<file path="src/rtl/axi4_lite_interconnect_nslave.sv">
// rtl/axi4_lite_interconnect_nslave.sv - 1-master / N-slave AXI4-Lite interconnect with decode, DECERR and timeout SLVERR
//
// Purpose: routes a single AXI4-Lite master to one of N_SLAVE peripherals chosen by
// per-slave base/mask windows. Only one transaction is in flight at a time. When a
// read and a write are both pending, they are granted alternately. Unmapped addresses
// are answered locally with DECERR. A slave that never returns RVALID/BVALID is
// answered with SLVERR after TIMEOUT_CYC cycles.
//
// Ports:
//   axi_aclk_i / axi_areset_i          clock, asynchronous active-high reset
//   s_ar* / s_r*                       master read address / read data channels
//   s_aw* / s_w* / s_b*                master write address / data / response channels
//   read_size_i / m_read_size_o        read size, forwarded unchanged
//   m_araddr_o m_awaddr_o m_wdata_o m_wstrb_o   broadcast to all slaves
//   m_*valid_o / m_*ready_o            one-hot per-slave strobes
//   m_*ready_i / m_*valid_i            per-slave handshakes
//   m_rdata_i m_rresp_i m_bresp_i      packed per-slave read data and responses
module axi4_lite_interconnect_nslave #(
  parameter int                        N_SLAVE     = 3,
  parameter int                        ADDR_W      = 32,
  parameter int                        DATA_W      = 32,
  parameter logic [N_SLAVE*ADDR_W-1:0] SLAVE_BASE  = '0,
  parameter logic [N_SLAVE*ADDR_W-1:0] SLAVE_MASK  = {N_SLAVE{32'hFFFF_F000}},
  parameter int                        TIMEOUT_CYC = 255
) (
  input  logic                     axi_aclk_i,
  input  logic                     axi_areset_i,
  input  logic [ADDR_W-1:0]        s_araddr_i,
  input  logic                     s_arvalid_i,
  output logic                     s_arready_o,
  output logic [DATA_W-1:0]        s_rdata_o,
  output logic [1:0]               s_rresp_o,
  output logic                     s_rvalid_o,
  input  logic                     s_rready_i,
  input  logic [ADDR_W-1:0]        s_awaddr_i,
  input  logic                     s_awvalid_i,
  output logic                     s_awready_o,
  input  logic [DATA_W-1:0]        s_wdata_i,
  input  logic [DATA_W/8-1:0]      s_wstrb_i,
  input  logic                     s_wvalid_i,
  output logic                     s_wready_o,
  output logic [1:0]               s_bresp_o,
  output logic                     s_bvalid_o,
  input  logic                     s_bready_i,
  input  logic [3:0]               read_size_i,
  output logic [ADDR_W-1:0]        m_araddr_o,
  output logic [ADDR_W-1:0]        m_awaddr_o,
  output logic [DATA_W-1:0]        m_wdata_o,
  output logic [DATA_W/8-1:0]      m_wstrb_o,
  output logic [3:0]               m_read_size_o,
  output logic [N_SLAVE-1:0]       m_arvalid_o,
  output logic [N_SLAVE-1:0]       m_rready_o,
  output logic [N_SLAVE-1:0]       m_awvalid_o,
  output logic [N_SLAVE-1:0]       m_wvalid_o,
  output logic [N_SLAVE-1:0]       m_bready_o,
  input  logic [N_SLAVE-1:0]       m_arready_i,
  input  logic [N_SLAVE-1:0]       m_rvalid_i,
  input  logic [N_SLAVE-1:0]       m_awready_i,
  input  logic [N_SLAVE-1:0]       m_wready_i,
  input  logic [N_SLAVE-1:0]       m_bvalid_i,
  input  logic [N_SLAVE*DATA_W-1:0] m_rdata_i,
  input  logic [N_SLAVE*2-1:0]     m_rresp_i,
  input  logic [N_SLAVE*2-1:0]     m_bresp_i
);

  localparam int               SEL_W       = (N_SLAVE > 1) ? $clog2(N_SLAVE) : 1;
  localparam int               CNT_W       = (TIMEOUT_CYC > 0) ? $clog2(TIMEOUT_CYC + 1) : 1;
  localparam logic [CNT_W-1:0] TMO_MAX     = CNT_W'(TIMEOUT_CYC);
  localparam logic [1:0]       RESP_SLVERR = 2'b10;
  localparam logic [1:0]       RESP_DECERR = 2'b11;

  typedef enum logic [2:0] {IDLE, RD_A, RD_D, WR_A, WR_B, ERR_R, ERR_B} state_t;

  state_t           state, state_nxt;
  logic [SEL_W-1:0] sel;
  logic [ADDR_W-1:0] addr_q;
  logic             aw_done, w_done;
  logic             err_rsp;   // error states: 0 = accept address, 1 = return response
  logic             prio_wr;   // 1 = write wins the next read/write contention
  logic [CNT_W-1:0] tmo_cnt;

  logic             rd_hit, wr_hit;
  logic [SEL_W-1:0] rd_idx, wr_idx;
  logic             wr_req, grant_rd, grant_wr, timed_out, slv_valid;

  // Scan from the top index down so the lowest matching window wins on overlap.
  always_comb begin
    rd_hit = 1'b0;
    rd_idx = '0;
    wr_hit = 1'b0;
    wr_idx = '0;
    for (int i = N_SLAVE - 1; i >= 0; i--) begin
      if ((s_araddr_i & SLAVE_MASK[i*ADDR_W +: ADDR_W]) == SLAVE_BASE[i*ADDR_W +: ADDR_W]) begin
        rd_hit = 1'b1;
        rd_idx = SEL_W'(i);
      end
      if ((s_awaddr_i & SLAVE_MASK[i*ADDR_W +: ADDR_W]) == SLAVE_BASE[i*ADDR_W +: ADDR_W]) begin
        wr_hit = 1'b1;
        wr_idx = SEL_W'(i);
      end
    end
  end

  assign wr_req    = s_awvalid_i & s_wvalid_i;
  assign grant_rd  = s_arvalid_i & (~wr_req | ~prio_wr);
  assign grant_wr  = wr_req & (~s_arvalid_i | prio_wr);
  assign timed_out = (TIMEOUT_CYC != 0) && (tmo_cnt == TMO_MAX);
  assign slv_valid = (state == RD_D) ? m_rvalid_i[sel] : m_bvalid_i[sel];

  assign m_araddr_o    = addr_q;
  assign m_awaddr_o    = addr_q;
  assign m_wdata_o     = s_wdata_i;
  assign m_wstrb_o     = s_wstrb_i;
  assign m_read_size_o = read_size_i;

  always_ff @(posedge axi_aclk_i or posedge axi_areset_i) begin
    if (axi_areset_i) state <= IDLE;
    else              state <= state_nxt;
  end

  always_comb begin
    state_nxt = state;
    case (state)
      IDLE: begin
        if (grant_rd)      state_nxt = rd_hit ? RD_A : ERR_R;
        else if (grant_wr) state_nxt = wr_hit ? WR_A : ERR_B;
      end
      RD_A:  if (m_arready_i[sel]) state_nxt = RD_D;
      RD_D:  if ((timed_out | m_rvalid_i[sel]) & s_rready_i) state_nxt = IDLE;
      WR_A:  if ((aw_done | m_awready_i[sel]) & (w_done | m_wready_i[sel])) state_nxt = WR_B;
      WR_B:  if ((timed_out | m_bvalid_i[sel]) & s_bready_i) state_nxt = IDLE;
      ERR_R: if (err_rsp & s_rready_i) state_nxt = IDLE;
      ERR_B: if (err_rsp & s_bready_i) state_nxt = IDLE;
      default: state_nxt = IDLE;
    endcase
  end

  always_ff @(posedge axi_aclk_i or posedge axi_areset_i) begin
    if (axi_areset_i) begin
      sel     <= '0;
      addr_q  <= '0;
      aw_done <= 1'b0;
      w_done  <= 1'b0;
      err_rsp <= 1'b0;
      prio_wr <= 1'b0;
      tmo_cnt <= '0;
    end else begin
      if (state == IDLE) begin
        aw_done <= 1'b0;
        w_done  <= 1'b0;
        err_rsp <= 1'b0;
        if (grant_rd) begin
          sel    <= rd_idx;
          addr_q <= s_araddr_i;
        end else if (grant_wr) begin
          sel    <= wr_idx;
          addr_q <= s_awaddr_i;
        end
        if (s_arvalid_i & wr_req) prio_wr <= ~prio_wr;
      end
      if (state == WR_A) begin
        if (m_awready_i[sel]) aw_done <= 1'b1;
        if (m_wready_i[sel])  w_done  <= 1'b1;
      end
      if (state == ERR_R || state == ERR_B) err_rsp <= 1'b1;
      // Cleared on every state change; saturates at TMO_MAX instead of wrapping.
      if (state_nxt != state) begin
        tmo_cnt <= '0;
      end else if ((state == RD_D || state == WR_B) && !slv_valid && !timed_out && TIMEOUT_CYC != 0) begin
        tmo_cnt <= tmo_cnt + 1'b1;
      end
    end
  end

  always_comb begin
    s_arready_o = 1'b0;
    s_rvalid_o  = 1'b0;
    s_rdata_o   = '0;
    s_rresp_o   = '0;
    s_awready_o = 1'b0;
    s_wready_o  = 1'b0;
    s_bvalid_o  = 1'b0;
    s_bresp_o   = '0;
    m_arvalid_o = '0;
    m_rready_o  = '0;
    m_awvalid_o = '0;
    m_wvalid_o  = '0;
    m_bready_o  = '0;
    case (state)
      RD_A: begin
        m_arvalid_o[sel] = 1'b1;
        s_arready_o      = m_arready_i[sel];
      end
      RD_D: begin
        // Once timed out the stuck slave is cut off: its late RVALID never reaches the master.
        if (timed_out) begin
          s_rvalid_o = 1'b1;
          s_rresp_o  = RESP_SLVERR;
        end else begin
          s_rvalid_o      = m_rvalid_i[sel];
          s_rdata_o       = m_rdata_i[sel*DATA_W +: DATA_W];
          s_rresp_o       = m_rresp_i[sel*2 +: 2];
          m_rready_o[sel] = s_rready_i;
        end
      end
      WR_A: begin
        m_awvalid_o[sel] = ~aw_done;
        m_wvalid_o[sel]  = ~w_done;
        s_awready_o      = ~aw_done & m_awready_i[sel];
        s_wready_o       = ~w_done & m_wready_i[sel];
      end
      WR_B: begin
        if (timed_out) begin
          s_bvalid_o = 1'b1;
          s_bresp_o  = RESP_SLVERR;
        end else begin
          s_bvalid_o      = m_bvalid_i[sel];
          s_bresp_o       = m_bresp_i[sel*2 +: 2];
          m_bready_o[sel] = s_bready_i;
        end
      end
      ERR_R: begin
        if (!err_rsp) begin
          s_arready_o = 1'b1;
        end else begin
          s_rvalid_o = 1'b1;
          s_rresp_o  = RESP_DECERR;
        end
      end
      ERR_B: begin
        if (!err_rsp) begin
          s_awready_o = 1'b1;
          s_wready_o  = 1'b1;
        end else begin
          s_bvalid_o = 1'b1;
          s_bresp_o  = RESP_DECERR;
        end
      end
      default: ;
    endcase
  end

endmodule

</file>
<file path="config.mk">
export PLATFORM = sky130hd
export DESIGN_NAME = axi4_lite_interconnect_nslave
export DESIGN_NICKNAME = d
export VERILOG_FILES = /design/src/rtl/axi4_lite_interconnect_nslave.sv
export SDC_FILE = /design/constraint.sdc
export NUM_CORES = 1
export LEC_CHECK = 0
export ABC_AREA = 1
export CAP_MARGIN = 20
export CELL_PAD_IN_SITES_DETAIL_PLACEMENT = 1
export CELL_PAD_IN_SITES_GLOBAL_PLACEMENT = 1
export CORE_MARGIN = 10
export CORE_UTILIZATION = 15
export DETAILED_ROUTE_END_ITERATION = 8
export GPL_ROUTABILITY_DRIVEN = 1
export PLACE_DENSITY = 0.78
export SLEW_MARGIN = 20
export SYNTH_ARGS = -nofsm -noshare
export SYNTH_HDL_FRONTEND = slang
export SYNTH_SLANG_ARGS = --single-unit
</file>
<file path="constraint.sdc">
create_clock -name axi_aclk_i -period 1.8 [get_ports axi_aclk_i]
set_clock_uncertainty 0.15 [all_clocks]
set_input_delay 0.36 -clock axi_aclk_i [delete_from_list [all_inputs] [get_ports axi_aclk_i]]
set_output_delay 0.36 -clock axi_aclk_i [all_outputs]
set_load 0.01 [all_outputs]
</file>
-- Word-level counts from Yosys, hierarchy flattened
Index checks and enable logic that the tools add are counted.
- bits of input ports: 234
- flip-flop bits (word level): 49
- logic and storage cells: 126
- output and inout bits: 160
- order comparisons: 2
- shift operators: 3
- bitwise operators: 26
- eq/ne operators: 8
- add/subtract/negate cells: 1
- reduce and logical (&&, ||, !) cells: 15
- mux-type cells: 63
- operators with widths (cell ; count):
    32-bit two-way mux ; 4
    96-bit by 8-bit indexed part select with 32-bit output ; 1
    32-bit zero test ; 2
    3-bit two-way mux ; 17
    1-bit two-way mux ; 21
    3-bit one-hot mux with 7 select lines ; 1
    8-bit two-way mux ; 2
    3-bit AND ; 4
    6-bit by 4-bit indexed part select with 2-bit output ; 2
    1-bit AND ; 11
    1-bit binary-select mux with 2-bit select ; 5
    2-bit two-way mux ; 5
    1-bit one-hot mux with 2 select lines ; 5
    3-bit equality test, second input constant ; 3
    8-bit by 1-bit adder with 8-bit output, second input constant ; 1
    8-bit equality test, second input constant ; 1
    2-bit one-hot mux with 2 select lines ; 2
    3-bit by 2-bit equality test with 1-bit output, second input constant ; 2
    1-bit bitwise OR ; 6
    2-bit nonzero test ; 3
    1-bit inverter ; 5
    2-bit AND reduction ; 2
    3-bit by 1-bit equality test with 1-bit output, second input constant ; 1
    1-bit logical AND ; 3
    7 further kinds ; 9

-- Longest topological paths before layout
- depth in word-level cells: 8
- mapped depth: 12
- mapped depth without buffers: 12

-- Worst setup path before layout
Ideal clock, no wire load.
- kind: register -> output
- from: register tmo_cnt[0]
- to: output s_rdata_o[10]
- required time: 1290 ps
- path buffers: 1
- arrival: 1388 ps
- stages on the path, launching flop included: 8
- setup slack: -98 ps
- cell sequence: dfrtp_1 -> ha_1 -> inv_1 -> nor2_2 -> nand2_2 -> clkinv_1 -> buf_1 -> nor2_1
- longest elaborated chain between the ends: 3
- RTL lines (element ; RTL line ; RTL):
    start, declared ; 80 ; logic [CNT_W-1:0] tmo_cnt;
    start signal, assigned ; 170 ; tmo_cnt <= tmo_cnt + 1'b1;
    8-bit equality test ; 107 ; assign timed_out = (TIMEOUT_CYC != 0) && (tmo_cnt == TMO_MAX);
    32-bit two-way mux ; 196 ; if (timed_out) begin
    32-bit two-way mux ; 189 ; case (state)
    end, declared ; 31 ; output logic [DATA_W-1:0] s_rdata_o,
No other way between the ends.

-- Worst setup path after layout
- from: register tmo_cnt[0]
- to: output s_rdata_o[25]
The elaborated chain is that of the path after synthesis.

==> impl_metrics.csv <==
group,metric,value,unit
run_status,status,"finished, violations left",
run_status,violations,"setup timing",
drt,first_pass_iters,4,
final_layout,nets,1007,
drt,met1_length,7320,um
drt,drc,0,
drt,dr_wl_met2,9940,um
power_and_ir_drop,power.share.clock,0.099,
sta,rsz0062_at_grt,"yes",
grt,overflow,0,
floorplan,die_y,174,um
critical_path,r2r_slack,-0.27,ns
floorplan,core_area,0.0234,sq mm
clocking,cts_buffers,5,
clocking,cts_hold_buffers,0,
clocking,cts_sinks,47,
power_and_ir_drop,comb_power_share,0.694,
sta,period_needed,2.14,ns
placed_design,placed_area,0.00621,sq mm
critical_path,cp.required,1.29,ns
drt,initialDrtViolationCount,136,
power_and_ir_drop,worst_ir_drop_vdd,0.482,mV
critical_path,end_kind,"primary output",
floorplan,start_util,0.152,
sta,finalSetupViolCount,72,
final_layout,fin_util,0.326,
critical_path,cp-start-kind,"flop",
logic_synthesis,ys_seq_area_frac,0.331,
final_layout,drive_above_1_share,0.370,
final_layout,finalNonFillerCells,1092,
sta,drv_slew,0,
power_and_ir_drop,switchingPower,4.03,mW
grt,grt_max_degree,48,
logic_synthesis,synth_area_per_cell,6.76,sq um
critical_path,reg2reg_to,"tmo_cnt[7]",
power_and_ir_drop,p_int,5.64,mW
floorplan,die_w,174,um
power_and_ir_drop,p_seq_frac,0.207,
logic_synthesis,synth_edf_count,0,
logic_synthesis,synth.distinct_cells,32,
final_layout,final_cell_mix,"nand2_1, clkdlybuf4s50_1, buf_4",
placed_design,portBuffers,221,
sta,max_freq,468,MHz
logic_synthesis,ys_async_sr_fraction,1.00,
critical_path,endpoint,"s_rdata_o[25]",
critical_path,r2r_start,"tmo_cnt[0]",
clocking,clk_pin_slew,0.07,ns
placed_design,globalplace.congestion,0.775,
power_and_ir_drop,p_leak,3.40,nW
grt,grt_pass1_wl,27400,um
drt,antenna_left,0,
floorplan,fp-row-count,56,
drt,vias,4298,
drt,avgRoutedWirePerCell,17.3,um
placed_design,dpl.hpwl,13300,um
final_layout,diodes,0,
clocking,ctsLongestPathBuffers,2,
logic_synthesis,synthFlopType,"dfrtp_1",
sta,final.period_utilization,1.19,
sta,hold_violations,0,
floorplan,die_area,0.0303,sq mm
critical_path,startpoint,"tmo_cnt[0]",
logic_synthesis,ys_ff_latch,47,
drt,vias_per_cell,3.94,
critical_path,crit_fanout,5,
clocking,cts_tree,"yes",
power_and_ir_drop,switching_share,0.416,
final_layout,fillerInstances,2766,
placed_design,pre_cts_slack,-0.516,ns
logic_synthesis,yosys_warnings,0,
placed_design,placed_cells,1049,
final_layout,stdcell_area,0.00763,sq mm
clocking,cts_root_buf,"clkbuf_16",
grt,grt_usage,0.114,
logic_synthesis,synth_cells,526,
drt,wl,18900,um
logic_synthesis,syn_area,0.00356,sq mm
drt,met3_length,1210,um
floorplan,io_pins,394,
critical_path,rr_worst_depth,14,
grt,antenna_found_initial,0,
worst_hold_path,timing.hold.worst.class,"primary input to asynchronous set/reset pin",
critical_path,arrival,1.63,ns
clocking,clock_latency,0.30,ns
drt,highest_layer,"met4",
critical_path,setup.worst_path.class,"flop to primary output",
final_layout,syn_to_final_growth,114,%
final_layout,final_common_cell,"nand2_1",
grt,grt_pass1_vias,4804,
run,cap_violations,0,
power_and_ir_drop,powerDensity,1270,mW/mm^2
clocking,htree_levels,2,
sta,setup_ws,-0.336,ns
==> cell families after synthesis <==
logic type,count (synthesis),synth area share
buffers and inverters,131,0.230
AND/OR/NAND/NOR,295,0.339
other,1,0.00105
XOR/XNOR,8,0.0197
adder cells (fa/ha/maj),1,0.00352
AO/OA/AOI/OAI,43,0.0760
flip-flops,47,0.331
==> synthesized netlist by cell type (2+ instances only) <==
master    count  area, sq um
a31oi_1      31          194
buf_1         3         11.3
buf_2         4         20.0
buf_4        86          646
clkbuf_1      8         30.0
clkinv_1      2         7.51
dfrtp_1      47         1180
inv_1        20         75.1
inv_2         8         30.0
nand2_1     154          578
nand2_2       4         25.0
nand3_1      15         75.1
nor2_1      101          379
nor2_2        9         56.3
nor3_1        3         15.0
o21ai_0       4         20.0
o21ai_1       2         10.0
o22ai_1       2         12.5
or2_2         4         25.0
xnor2_1       3         26.3
xor2_1        5         43.8
==> timing repair <==
action / 4_1_cts / 5_1_grt
pin swaps: 9 / 20
gates resized for setup: 250 / 185
endpoints found under the setup margin: 82 / 100
cloned: 8 / 4
buffers inserted: 18 / 10
endpoints found under the hold margin: 0 / 0
==> cell type report <==
cell class                 instances  area [sq um]  share of cell area
tap                              319           399              0.0523
timing repair buffer             331          3530               0.462
clock buffer                       5           125              0.0164
multi-input combinational        357          2250               0.295
sequential                        47          1180               0.155
inverter                          30           128              0.0167
clock inverter                     3          15.0             0.00197
==> routing by layer <==
layer  vias up  global-route usage
met2       155               0.213
met4         0              0.0324
li1       2053                   -
met5         -                   0
met1      2060               0.121
met3        30              0.0316
==> flip-flops by register name (all words and copies together) (netlist names) <==
signal	flops
aw_done	1
m_araddr_o	32
err_rsp	1
state	3
w_done	1
tmo_cnt	8
prio_wr	1
==> how the worst min path moves through the flow <==
stage	from	slack, ns	cells past startpoint	to
2_1_floorplan	prio_wr	0.31	1	prio_wr
3_3_place_gp	prio_wr	0.33	1	prio_wr
3_5_place_dp	prio_wr	0.33	1	prio_wr
4_1_cts	axi_areset_i	0.28	3	m_araddr_o[24]
5_1_grt	axi_areset_i	0.33	3	m_araddr_o[24]
6_report	axi_areset_i	0.27	3	m_araddr_o[27]
==> per-stage QoR <==
step | hold slack [ns] | setup TNS, ns | power, mW
after floorplan | 0.314 | -0.0583 | 4.49
after global placement | 0.334 | -29.38 | 6.96
after detailed placement | 0.333 | -32.54 | 7.13
after CTS | 0.284 | -17.90 | 8.75
after global routing | 0.332 | -22.51 | 10.3
final | 0.275 | -14.92 | 9.67
==> critical path, stage by stage, from the launching register on <==
cell and delay [ns]:
dfrtp_1 0.39, ha_2 0.20, inv_2 0.08, nor2_4 0.04
nand2_4 0.08, inv_8 0.05, buf_12 0.12, clkbuf_16 0.16
nor2_4 0.10, buf_6 0.11
==> power by group through the flow <==
stage               registers [mW]  clock network, mW  logic, mW
finish                        2.00              0.953       6.71
global route                  2.07               1.03       7.20
CTS                           1.93              0.988       5.83
detailed placement            1.93                  0       5.19
global placement              1.90                  0       5.06
floorplan                     2.02                  0       2.46
No activity file was read; power rests on OpenSTA's default activity.
